==> config.mk <==
export PLATFORM = sky130hd
export DESIGN_NAME = pipe_ctrl_flat
export DESIGN_NICKNAME = d
export VERILOG_FILES = /design/src/rtl/pipe_ctrl_pkg.sv /design/src/rtl/pipe_ctrl_if.sv /design/src/rtl/pipe_ctrl_trap_vec_gen.sv /design/src/rtl/pipe_ctrl.sv /design/src/flat_wrapper.sv
export SDC_FILE = /design/constraint.sdc
export NUM_CORES = 1
export LEC_CHECK = 0
export CAP_MARGIN = 20
export CORE_MARGIN = 5
export CORE_UTILIZATION = 45
export DETAILED_ROUTE_END_ITERATION = 10
export MAX_ROUTING_LAYER = met4
export PLACE_DENSITY = 0.82
export SLEW_MARGIN = 5
export SYNTH_ARGS = -nofsm -noshare
export SYNTH_HDL_FRONTEND = slang
export SYNTH_SLANG_ARGS = --single-unit
==> constraint.sdc <==
create_clock -name clk_i -period 2.9 [get_ports clk_i]
set_clock_uncertainty 0.15 [all_clocks]
set_input_delay 0.435 -clock clk_i [delete_from_list [all_inputs] [get_ports clk_i]]
set_output_delay 0.435 -clock clk_i [all_outputs]
set_load 0.1 [all_outputs]
==> src/rtl/pipe_ctrl_pkg.sv <==
// ============================================================================
// pipe_ctrl_pkg : shared constants and state encodings for the pipeline control unit.
// Revision      : 1.0
// ============================================================================
`default_nettype none

package pipe_ctrl_pkg;

  localparam logic c_stop           = 1'b1;
  localparam logic c_no_stop        = 1'b0;
  localparam logic c_pipeline_flush = 1'b1;
  localparam logic c_no_flush       = 1'b0;

  // Bit k holds stage k (0 = pc ... 5 = wb); wb is never held.
  localparam logic [5:0] c_stall_none = 6'b000000;
  localparam logic [5:0] c_stall_if   = 6'b000011;
  localparam logic [5:0] c_stall_id   = 6'b000111;
  localparam logic [5:0] c_stall_ex   = 6'b001111;
  localparam logic [5:0] c_stall_mem  = 6'b011111;

  typedef logic [1:0] ctrl_state_t;
  localparam ctrl_state_t c_st_run   = 2'd0;
  localparam ctrl_state_t c_st_drain = 2'd1;
  localparam ctrl_state_t c_st_flush = 2'd2;

  localparam logic [1:0] c_mtvec_vectored = 2'b01;

endpackage

`default_nettype wire

==> src/rtl/pipe_ctrl_if.sv <==
// ============================================================================
// pipe_ctrl_if : stall/trap request bundle between the core stages and pipe_ctrl.
// Optional macro PIPE_CTRL_WDT_EN adds stall_timeout_o.  Revision : 1.0
// ============================================================================
`default_nettype none

interface pipe_ctrl_if #(
  parameter int ADDR_W = 32
);
  logic              stallreq_if_i;
  logic              stallreq_id_i;
  logic              stallreq_ex_i;
  logic              stallreq_mem_i;
  logic              exc_req_i;
  logic              exc_is_irq_i;
  logic [4:0]        exc_cause_i;
  logic              mret_req_i;
  logic [ADDR_W-1:0] mtvec_i;
  logic [ADDR_W-1:0] mepc_i;
  logic [5:0]        stall_o;
  logic              flush_o;
  logic [ADDR_W-1:0] new_pc_o;
  logic              trap_taken_o;
  logic [5:0]        trap_cause_o;
  logic              busy_o;
`ifdef PIPE_CTRL_WDT_EN
  logic              stall_timeout_o;
`endif

  modport master (
    input  stallreq_if_i, stallreq_id_i, stallreq_ex_i, stallreq_mem_i,
    input  exc_req_i, exc_is_irq_i, exc_cause_i, mret_req_i, mtvec_i, mepc_i,
`ifdef PIPE_CTRL_WDT_EN
    output stall_timeout_o,
`endif
    output stall_o, flush_o, new_pc_o, trap_taken_o, trap_cause_o, busy_o
  );

  modport slave (
    output stallreq_if_i, stallreq_id_i, stallreq_ex_i, stallreq_mem_i,
    output exc_req_i, exc_is_irq_i, exc_cause_i, mret_req_i, mtvec_i, mepc_i,
`ifdef PIPE_CTRL_WDT_EN
    input  stall_timeout_o,
`endif
    input  stall_o, flush_o, new_pc_o, trap_taken_o, trap_cause_o, busy_o
  );
endinterface

`default_nettype wire

==> src/rtl/pipe_ctrl_trap_vec_gen.sv <==
// ============================================================================
// trap_vec_gen : combinational mtvec/cause to trap target address.
// Revision     : 1.0
// ============================================================================
`default_nettype none

module trap_vec_gen
  import pipe_ctrl_pkg::*;
#(
  parameter int ADDR_W = 32
) (
  input  logic [ADDR_W-1:0] mtvec,
  input  logic              is_irq,
  input  logic [4:0]        cause,
  output logic [ADDR_W-1:0] target
);

  logic [ADDR_W-1:0] w_base;
  logic [ADDR_W-1:0] w_offset;

  assign w_base   = {mtvec[ADDR_W-1:2], 2'b00};
  assign w_offset = {{(ADDR_W-7){1'b0}}, cause, 2'b00};

  assign target = (mtvec[1:0] == c_mtvec_vectored && is_irq) ? (w_base + w_offset) : w_base;

endmodule

`default_nettype wire

==> src/rtl/pipe_ctrl.sv <==
// ============================================================================
// pipe_ctrl : stall merging and trap/mret flush sequencing for the 6-stage core.
// Optional macro PIPE_CTRL_WDT_EN adds a sticky stall watchdog.  Revision : 1.0
// ============================================================================
`default_nettype none

module pipe_ctrl
  import pipe_ctrl_pkg::*;
#(
  parameter int FLUSH_CYCLES = 1,
  parameter int ADDR_W       = 32,
  parameter int WDT_LIMIT    = 1023
) (
  input  logic       clk_i,
  input  logic       n_rst_i,
  pipe_ctrl_if.master bus
);

  localparam int CNT_W = 4;

  ctrl_state_t       r_state;
  ctrl_state_t       w_next_state;
  logic [CNT_W-1:0]  r_cnt;
  logic [5:0]        w_stall_enc;
  logic [5:0]        w_stall;
  logic              w_accept;
  logic              w_enter_flush;
  logic [ADDR_W-1:0] w_trap_target;
  logic [ADDR_W-1:0] r_new_pc;
  logic [5:0]        r_trap_cause;
  logic              r_is_trap;

  trap_vec_gen #(.ADDR_W(ADDR_W)) u_trap_vec_gen (
    .mtvec  (bus.mtvec_i),
    .is_irq (bus.exc_is_irq_i),
    .cause  (bus.exc_cause_i),
    .target (w_trap_target)
  );

  always_comb begin
    w_stall_enc = c_stall_none;
    if (bus.stallreq_mem_i)     w_stall_enc = c_stall_mem;
    else if (bus.stallreq_ex_i) w_stall_enc = c_stall_ex;
    else if (bus.stallreq_id_i) w_stall_enc = c_stall_id;
    else if (bus.stallreq_if_i) w_stall_enc = c_stall_if;
  end

  always_ff @(posedge clk_i or negedge n_rst_i) begin
    if (!n_rst_i) r_state <= c_st_run;
    else          r_state <= w_next_state;
  end

  always_comb begin
    w_next_state = r_state;
    case (r_state)
      c_st_run: begin
        if (bus.exc_req_i)       w_next_state = bus.stallreq_mem_i ? c_st_drain : c_st_flush;
        else if (bus.mret_req_i) w_next_state = c_st_flush;
      end
      c_st_drain: if (!bus.stallreq_mem_i) w_next_state = c_st_flush;
      c_st_flush: if (r_cnt == '0)         w_next_state = c_st_run;
      default:                             w_next_state = c_st_run;
    endcase
  end

  assign w_accept      = (r_state == c_st_run) && (bus.exc_req_i || bus.mret_req_i);
  assign w_enter_flush = (r_state != c_st_flush) && (w_next_state == c_st_flush);

  always_ff @(posedge clk_i or negedge n_rst_i) begin
    if (!n_rst_i)                  r_cnt <= '0;
    else if (w_enter_flush)        r_cnt <= CNT_W'(FLUSH_CYCLES - 1);
    else if (r_state == c_st_flush && r_cnt != '0) r_cnt <= r_cnt - 1'b1;
  end

  // Trap wins over a simultaneous mret; the target is frozen at acceptance so
  // CSR changes during drain cannot move the redirect.
  always_ff @(posedge clk_i or negedge n_rst_i) begin
    if (!n_rst_i) begin
      r_new_pc     <= '0;
      r_trap_cause <= '0;
      r_is_trap    <= 1'b0;
    end else if (w_accept) begin
      r_new_pc     <= bus.exc_req_i ? w_trap_target : bus.mepc_i;
      r_trap_cause <= {bus.exc_is_irq_i, bus.exc_cause_i};
      r_is_trap    <= bus.exc_req_i;
    end
  end

  always_comb begin
    w_stall          = c_stall_none;
    bus.flush_o      = c_no_flush;
    bus.busy_o       = 1'b0;
    bus.trap_taken_o = 1'b0;
    case (r_state)
      c_st_run:   w_stall = w_stall_enc;
      c_st_drain: begin
        w_stall    = c_stall_mem;
        bus.busy_o = 1'b1;
      end
      c_st_flush: begin
        bus.flush_o      = c_pipeline_flush;
        bus.busy_o       = 1'b1;
        bus.trap_taken_o = r_is_trap && (r_cnt == CNT_W'(FLUSH_CYCLES - 1));
      end
      default: ;
    endcase
  end

  assign bus.stall_o      = w_stall;
  assign bus.new_pc_o     = r_new_pc;
  assign bus.trap_cause_o = r_trap_cause;

`ifdef PIPE_CTRL_WDT_EN
  localparam int WDT_W = ($clog2(WDT_LIMIT + 1) > 10) ? $clog2(WDT_LIMIT + 1) : 10;

  logic [WDT_W-1:0] r_wdt_cnt;
  logic             r_timeout;

  always_ff @(posedge clk_i or negedge n_rst_i) begin
    if (!n_rst_i) begin
      r_wdt_cnt <= '0;
      r_timeout <= 1'b0;
    end else begin
      if (w_stall == c_stall_none)                r_wdt_cnt <= '0;
      else if (r_wdt_cnt != WDT_W'(WDT_LIMIT))    r_wdt_cnt <= r_wdt_cnt + 1'b1;
      if (r_wdt_cnt == WDT_W'(WDT_LIMIT))         r_timeout <= 1'b1;
    end
  end

  assign bus.stall_timeout_o = r_timeout;
`endif

endmodule

`default_nettype wire

==> src/flat_wrapper.sv <==
// flat-port wrapper written by rule: the top's interface ports become plain ports
module pipe_ctrl_flat import pipe_ctrl_pkg::*;
#(
  parameter int FLUSH_CYCLES = 1,
  parameter int ADDR_W       = 32,
  parameter int WDT_LIMIT    = 1023
)
  (clk_i, n_rst_i, bus_stallreq_if_i, bus_stallreq_id_i, bus_stallreq_ex_i, bus_stallreq_mem_i, bus_exc_req_i, bus_exc_is_irq_i, bus_exc_cause_i, bus_mret_req_i, bus_mtvec_i, bus_mepc_i, bus_stall_o, bus_flush_o, bus_new_pc_o, bus_trap_taken_o, bus_trap_cause_o, bus_busy_o);
  pipe_ctrl_if #(.ADDR_W(ADDR_W)) bus_i ();
  input  logic clk_i;
  input  logic n_rst_i;
  input wire logic [$bits(bus_i.stallreq_if_i)-1:0] bus_stallreq_if_i;
  input wire logic [$bits(bus_i.stallreq_id_i)-1:0] bus_stallreq_id_i;
  input wire logic [$bits(bus_i.stallreq_ex_i)-1:0] bus_stallreq_ex_i;
  input wire logic [$bits(bus_i.stallreq_mem_i)-1:0] bus_stallreq_mem_i;
  input wire logic [$bits(bus_i.exc_req_i)-1:0] bus_exc_req_i;
  input wire logic [$bits(bus_i.exc_is_irq_i)-1:0] bus_exc_is_irq_i;
  input wire logic [$bits(bus_i.exc_cause_i)-1:0] bus_exc_cause_i;
  input wire logic [$bits(bus_i.mret_req_i)-1:0] bus_mret_req_i;
  input wire logic [$bits(bus_i.mtvec_i)-1:0] bus_mtvec_i;
  input wire logic [$bits(bus_i.mepc_i)-1:0] bus_mepc_i;
  output wire logic [$bits(bus_i.stall_o)-1:0] bus_stall_o;
  output wire logic [$bits(bus_i.flush_o)-1:0] bus_flush_o;
  output wire logic [$bits(bus_i.new_pc_o)-1:0] bus_new_pc_o;
  output wire logic [$bits(bus_i.trap_taken_o)-1:0] bus_trap_taken_o;
  output wire logic [$bits(bus_i.trap_cause_o)-1:0] bus_trap_cause_o;
  output wire logic [$bits(bus_i.busy_o)-1:0] bus_busy_o;
  assign bus_i.stallreq_if_i = bus_stallreq_if_i;
  assign bus_i.stallreq_id_i = bus_stallreq_id_i;
  assign bus_i.stallreq_ex_i = bus_stallreq_ex_i;
  assign bus_i.stallreq_mem_i = bus_stallreq_mem_i;
  assign bus_i.exc_req_i = bus_exc_req_i;
  assign bus_i.exc_is_irq_i = bus_exc_is_irq_i;
  assign bus_i.exc_cause_i = bus_exc_cause_i;
  assign bus_i.mret_req_i = bus_mret_req_i;
  assign bus_i.mtvec_i = bus_mtvec_i;
  assign bus_i.mepc_i = bus_mepc_i;
  assign bus_stall_o = bus_i.stall_o;
  assign bus_flush_o = bus_i.flush_o;
  assign bus_new_pc_o = bus_i.new_pc_o;
  assign bus_trap_taken_o = bus_i.trap_taken_o;
  assign bus_trap_cause_o = bus_i.trap_cause_o;
  assign bus_busy_o = bus_i.busy_o;
  pipe_ctrl #(.FLUSH_CYCLES(FLUSH_CYCLES), .ADDR_W(ADDR_W), .WDT_LIMIT(WDT_LIMIT)) u_core (.clk_i(clk_i), .n_rst_i(n_rst_i), .bus(bus_i));
endmodule
==> results by group, run 1 <==
STA
  – Fin crit share: 0.920
  – Slew HR: 0.477
  – Min Tclk post-route: 2.67 ns
  – Fmax: 375 MHz
  – Hold Fails Final Rpt: 0
  – Worst slew pin tran: 0.779 ns
  – Setup TNS: 0 ns
  – Fin. max-slew vios: 0
  – Setup ws final: 0.233 ns
  – Final setup vio count: 0
  – Unrepaired setup endpoints after global routing: false

Synthesis
  – Largest family of logic cells by synthesized area: simple AND/OR/NAND/NOR gates
  – Post-synth EDFFs: 0
  – Share of the synthesized area in the top cell type: 0.348
  – Yosys reg bits: 45
  – Synth top area cells: dfrtp_1 35%, nand2_1 8.0%, ha_1 3.9%
  – Synth Area per Inst: 8.21 sq um
  – Yosys top cell by area: dfrtp_1
  – Synth cell count leaders: 69 x nand2_1, 45 x dfrtp_1, 25 x nor2_1
  – Count leader, synth: nand2_1
  – Simple-Gate Fraction of Synth Area: 0.314
  – Post-synthesis compound-gate area fraction: 0.169
  – Net Count, Synth: 483
  – Mux cell area share after synthesis: 0.0449
  – Sequential fraction of the synthesis area: 0.348
  – Synth Cell Area: 3240 sq um
  – Yosys cell types: 54
  – Post-synthesis xor/xnor area fraction: 0.0379
  – Most used DFF post-synth: dfrtp_1
  – Synth Instances: 394
  – Ys Warns: 0
  – Adder-cell area share of the yosys netlist: 0.0449
  – Post-synth ARST share: 1.00

Die
  – Die area: 8990 sq um
  – Initial Util: 0.453
  – Die width: 94.8 microns
  – IO Count: 125
  – Row Count: 31
  – Die height: 94.8 microns
  – Core Area: 7140 sq um

Critical path
  – Startpoint types: input port
  – CP max FO: 6
  – Crit path capture type: register
  – CP Class: in2reg
  – Req. time, crit path: 2.94 ns
  – CP arrival: 2.71 ns

Global routing
  – Met3 usage: 0.0582
  – Global Route met1 Usage: 0.290
  – Vias in the first global route: 3683
  – GRT Total Usage: 0.246
  – Largest net degree at the start of global routing: 29
  – Most Crowded Layer GR: met2
  – First-pass GRT wire length: 17300 microns
  – GR Layer Usage met2: 0.422
  – Grt ovf: 0
  – Initial antenna violation count: 0

Clock tree
  – CTS sink count: 45
  – TritonCTS buffer count: 5
  – Worst skew pair latency: 0.30 ns
  – Clock buffer depth: 2
  – Clock-pin slew on the worst setup and hold paths: 0.08 ns
  – PostCTS Resize Cnt: 0
  – Clock Tree Root: clkbuf_8
  – CTS tree: yes
  – H-Tree Depth: 2

Route
  – Vias: 3641
  – Via/cell ratio: 5.81
  – DRT Pass-1 Iters: 5
  – Average wire per standard cell: 17.0 microns
  – Drt initial violations: 205
  – Final WL: 10700 microns
  – Detailed-route DRC error count: 0
  – Post-route ant nets: 0

Outcome
  – Status: finished clean

Place
  – DPL Wire Length: 8320 microns
  – Routability Congestion: 0.926
  – Placed cell areas: 4670 sq um
  – IO buf count: 123
  – Place WS: -0.0512 ns

Finish
  – Syn-to-layout area delta: 48.3%
  – Fraction of layout cells with a size suffix above 1: 0.172
  – Final #Nets: 616
  – Design area: 4800 sq um
  – Fill count: 624
  – Ant diodes: 0

Worst hold path
  – Min-Delay Path Class: reg2reg

Run
  – Max cap viols: 0

Power
  – Pleak: 2.11 nW
  – PD cells: 1220 nW/um^2
  – Total Power: 5.86 mW
  – Max VDD drop: 0.822 mV
[final timing paths]
check / start / depth (start not counted) / slack, ns / end
hold / removal: u_core.bus.new_pc_o[2] / 2 / 0.33 / u_core.bus.new_pc_o[2]
setup reg to reg: u_core.r_state[0] / 8 / 0.44 / u_core.bus.new_pc_o[19]
hold reg to reg: u_core.bus.new_pc_o[2] / 2 / 0.33 / u_core.bus.new_pc_o[2]
max in group asynchronous: n_rst_i / 3 / 1.53 / u_core.bus.new_pc_o[28]
min in group asynchronous: n_rst_i / 2 / 0.45 / u_core.bus.new_pc_o[11]
setup / recovery: bus_exc_cause_i[0] / 9 / 0.23 / u_core.bus.new_pc_o[26]
[sequential cells by signal, summed over array words and instances (netlist names)]
| register | count |
|---|---|
| u_core.r_state | 2 |
| u_core.bus.new_pc_o | 32 |
| u_core.r_is_trap | 1 |
| u_core.r_cnt | 4 |
| u_core.bus.trap_cause_o | 6 |
[what timing repair did]
item                                   4_1_cts  5_1_grt
endpoints found under the hold margin       17        0
hold buffers                                 1        0
setup endpoints to repair                    0        0
buffers inserted                             0        0
[worst max-delay path: stages]
cell	delay [ns]
clkdlybuf4s50_1	0.49
ha_1	0.22
fa_1	0.25
a211o_1	0.14
a21oi_1	0.05
buf_4	0.15
nor3_1	0.64
mux2i_1	0.26
nand2_1	0.06
[routing by layer]
layer,up-vias,part of all wire
li1,1702,-
met1,1745,0.39
met2,177,0.50
met3,17,0.094
met4,0,0.016
met5,-,0
[cell usage in the layout, fill, tap and decap left out, types with 5 or more instances in the layout]
| master | count |
|---|---|
| nand2_1 | 69 |
| clkbuf_8 | 6 |
| nor4_1 | 13 |
| nor3_1 | 7 |
| mux2i_1 | 10 |
| dfrtp_1 | 45 |
| o21ai_0 | 23 |
| nand4_1 | 8 |
| nor3b_1 | 12 |
| a221oi_1 | 5 |
| xnor2_1 | 13 |
| buf_12 | 6 |
| and3_1 | 13 |
| clkdlybuf4s50_1 | 75 |
| inv_1 | 8 |
| a211oi_1 | 5 |
| a21oi_1 | 22 |
| nand3_1 | 14 |
| nor2_1 | 25 |
| ha_1 | 9 |
| buf_4 | 64 |
[cell families after synthesis]
kind of cell	count (synthesis)
xor gates and xnor gates	14
adders and majority gates	11
other	1
muxes	13
DFF	45
AOI/OAI and AO/OA	86
buffers and inverters	30
and+or+nand+nor	194
[stage by stage]
step / hold WS [ns] / std cells / util
6_report: 0.335 / 627 / 0.672
5_1_grt: 0.376 / 627 / 0.672
4_1_cts: 0.346 / 627 / 0.672
3_5_place_dp: 0.245 / 618 / 0.654
3_3_place_gp: 0.245 / 618 / 0.654
2_1_floorplan: -0.0106 / 394 / -
[final cells by class]
cell class                      count  area (sq um)  area share
Timing Repair Buffer              148          1370       0.286
Tap cell                           99           124      0.0258
Sequential cell                    45          1130       0.235
Inverter                            8          30.0     0.00626
Clock inverter                      1          30.0     0.00626
Clock buffer                        7          86.3      0.0180
Multi-Input combinational cell    319          2030       0.423
[where the power goes]
group          internal [mW]  leakage [nW]  switching, mW
Clock                  0.281        0.0585          0.224
Sequential             0.905         0.537          0.178
Combinational           1.06          1.51           3.22
Total                   2.24          2.11           3.62
(Power assumes the default switching activity.)
==> inputs of run 2 (changes only) <==
- CTS_CLUSTER_DIAMETER: unset -> 200
==> results of run 2 <==
The final DEF is identical to that of run 1; final timing and power are the same.
==> inputs of run 3 (changes only) <==
- CORE_MARGIN: 5 -> unset
==> run 3 against run 2 <==
First-iteration DRC count is 12% lower. Non-clock buffer count is 2 lower. Largest cell class unchanged. Critical path type is now reg2out. Highest routed layer unchanged. Routed wire length is 7.8% lower. Critical endpoint is now bus_stall_o[1].
==> results by group, run 3 (synthesis results as in run 1) <==
Outcome
  – Status: finished clean (unchanged)

Die
  – Row Count: 30 (was 31)
  – Die area: 7530 sq um (was 8990 sq um)
  – Die height: 86.8 microns (was 94.8 microns)
  – Initial Util: 0.471 (was 0.453)
  – Core Area: 6870 sq um (was 7140 sq um)
  – Die width: 86.8 microns (was 94.8 microns)
  – IO Count: 125 (unchanged)

Power
  – Pleak: 2.09 nW (was 2.11 nW)
  – Total Power: 5.76 mW (was 5.86 mW)
  – PD cells: 1210 nW/um^2 (was 1220 nW/um^2)
  – Max VDD drop: 1.09 mV (was 0.822 mV)

Clock tree
  – Clock-pin slew on the worst setup and hold paths: 0.10 ns (was 0.08 ns)
  – # Post-CTS Setup Buffers: 0 (unchanged)
  – TritonCTS buffer count: 5 (unchanged)
  – H-Tree Depth: 2 (unchanged)
  – CTS sink count: 45 (unchanged)
  – Clock buffer depth: 2 (unchanged)
  – CTS tree: yes (unchanged)
  – PostCTS Resize Cnt: 0 (unchanged)
  – Clock Tree Root: clkbuf_8 (unchanged)
  – Worst skew pair latency: 0.29 ns (was 0.30 ns)

Critical path
  – Cells along the critical path: inv_1 > ha_1 > buf_4 > a21o_4 > nand2b_4 > buf_12 (was clkdlybuf4s50_1 > ha_1 > fa_1 > a211o_1 > a21oi_1 > buf_4 > nor3_1 > mux2i_1 > nand2_1)
  – R2r worst-path depth: 6 (was 8)
  – Crit path capture type: output pin (was register)
  – CP Class: reg2out (was in2reg)
  – Req. time, crit path: 2.32 ns (was 2.94 ns)
  – CP max-delay cell: ha_1 (was nor3_1)
  – Crit-path max cell delay: 0.48 ns (was 0.64 ns)
  – Stages on worst setup path: 6 (was 9)
  – Startpoint types: register (was input port)
  – CP top delay family: buffers and inverters (was simple AND/OR/NAND/NOR gates)
  – CP arrival: 2.12 ns (was 2.71 ns)
  – Worst path bufs/invs: 3 (was 2)
  – CP max FO: 13 (was 6)

Global routing
  – GR Layer Usage met2: 0.446 (was 0.422)
  – Global Route met1 Usage: 0.337 (was 0.290)
  – First-pass GRT wire length: 15700 microns (was 17300 microns)
  – Vias in the first global route: 3387 (was 3683)
  – Grt ovf: 0 (unchanged)
  – GRT Total Usage: 0.269 (was 0.246)
  – Initial antenna violation count: 0 (unchanged)
  – Most Crowded Layer GR: met2 (unchanged)
  – Met3 usage: 0.0352 (was 0.0582)
  – Largest net degree at the start of global routing: 39 (was 29)

Place
  – Routability Congestion: 0.851 (was 0.926)
  – IO buf count: 123 (unchanged)
  – DPL Wire Length: 7530 microns (was 8320 microns)

Route
  – Average wire per standard cell: 15.8 microns (was 17.0 microns)
  – Via/cell ratio: 5.63 (was 5.81)
  – Drt initial violations: 181 (was 205)
  – DRT Pass-1 Iters: 4 (was 5)
  – Detailed-route DRC error count: 0 (unchanged)
  – Final WL: 9850 microns (was 10700 microns)
  – Vias: 3504 (was 3641)
  – Post-route ant nets: 0 (unchanged)

STA
  – Unrepaired setup endpoints after global routing: false (unchanged)
  – Final setup vio count: 0 (unchanged)
  – Slew HR: 0.458 (was 0.477)
  – Fin. max-slew vios: 0 (unchanged)
  – Min Tclk post-route: 2.70 ns (was 2.67 ns)
  – Hold Fails Final Rpt: 0 (unchanged)
  – Worst slew pin tran: 0.806 ns (was 0.779 ns)
  – Fmax: 370 MHz (was 375 MHz)
  – Fin crit share: 0.933 (was 0.920)

Finish
  – Fill count: 546 (was 624)
  – Core Util, Final: 0.695 (was 0.672)
  – Fraction of layout cells with a size suffix above 1: 0.171 (was 0.172)
  – Final #Nets: 614 (was 616)
  – Max FFs per register: 32 (unchanged)
  – Ant diodes: 0 (unchanged)
  – Most common cell after layout, fill and taps aside: clkdlybuf4s50_1 (unchanged)
  – Syn-to-layout area delta: 47.4% (was 48.3%)
  – Most frequent cells in the layout: 75 x clkdlybuf4s50_1, 69 x nand2_1, 61 x buf_4 (was 75 x clkdlybuf4s50_1, 69 x nand2_1, 64 x buf_4)

Worst hold path
  – Min-Delay Path Class: reg2reg (unchanged)
  – Hold Path Depth: 2 (unchanged)

Run
  – Max cap viols: 0 (unchanged)
[run 3: changes by cell type in the layout (fill, tap and decap cells not counted), sizes merged]
cell / delta
buf: -2
bufinv: -1
clkbuf: -1
clkinv: +2
[run 3: worst paths after layout]
| path | slack (ns) | endpoint | start |
|---|---|---|---|
| min | 0.34 | u_core.bus.new_pc_o[5] | u_core.bus.new_pc_o[5] |
| max in group asynchronous | 1.37 | u_core.bus.new_pc_o[25] | n_rst_i |
| min reg2reg | 0.34 | u_core.bus.new_pc_o[5] | u_core.bus.new_pc_o[5] |
| max reg2reg | 0.39 | u_core.r_cnt[1] | u_core.r_state[0] |
| min in group asynchronous | 0.49 | u_core.bus.new_pc_o[20] | n_rst_i |
| max | 0.20 | bus_stall_o[1] | u_core.r_state[0] |
[run 3: power breakdown]
| group | leakage, nW | internal, mW | total [mW] | switching, mW |
|---|---|---|---|---|
| Combinational | 1.50 | 1.07 | 4.25 | 3.19 |
| Clock | 0.0512 | 0.194 | 0.426 | 0.232 |
| Sequential | 0.537 | 0.905 | 1.08 | 0.177 |
[run 3: cell type report]
type | instances | area (sq um) | share of cell area
flip-flops and latches | 45 | 1130 | 0.236
multi-input cells | 319 | 2030 | 0.425
clock inverters | 2 | 13.8 | 0.00288
inverters | 8 | 30.0 | 0.00629
well taps | 96 | 120 | 0.0252
repair buffers | 146 | 1370 | 0.287
clock buffers | 6 | 82.6 | 0.0173
[run 3: worst reg2reg max path, delay by kind of cell, from the launching register on]
family | cells | cell delay (ns)
fa+ha+maj | 1 | 0.48
simple gates | 1 | 0.36
compound gates | 3 | 0.82
buf+inv | 1 | 0.13
flops | 1 | 0.44
[run 3: timing repair]
action | in CTS | in global routing
setup endpoints to repair | 0 | 0
endpoints found under the hold margin | 19 | 0
hold buffers | 1 | 0
[run 3: layer usage]
metal  wire [microns]  share of wire  up-vias
met5                0              0        -
met4              146          0.015        0
met3              574          0.058       15
met2             4730           0.48      150
met1             4390           0.45     1642
li1                 -              -     1697
[run 3: per-stage QoR]
stage / std cells / TNS, ns / area (sq um) / setup WS [ns] / hold slack [ns]
after global placement: 613 / 0 / 4660 / 0.0479 / 0.276
after CTS: 622 / 0 / 4770 / 0.171 / 0.343
final: 622 / 0 / 4770 / 0.196 / 0.342
after floorplan: 394 / -0.0876 / 3280 / -0.0876 / -0.0106
after global routing: 622 / 0 / 4770 / 0.0700 / 0.365
after detailed placement: 613 / -0.0143 / 4660 / -0.0112 / 0.288
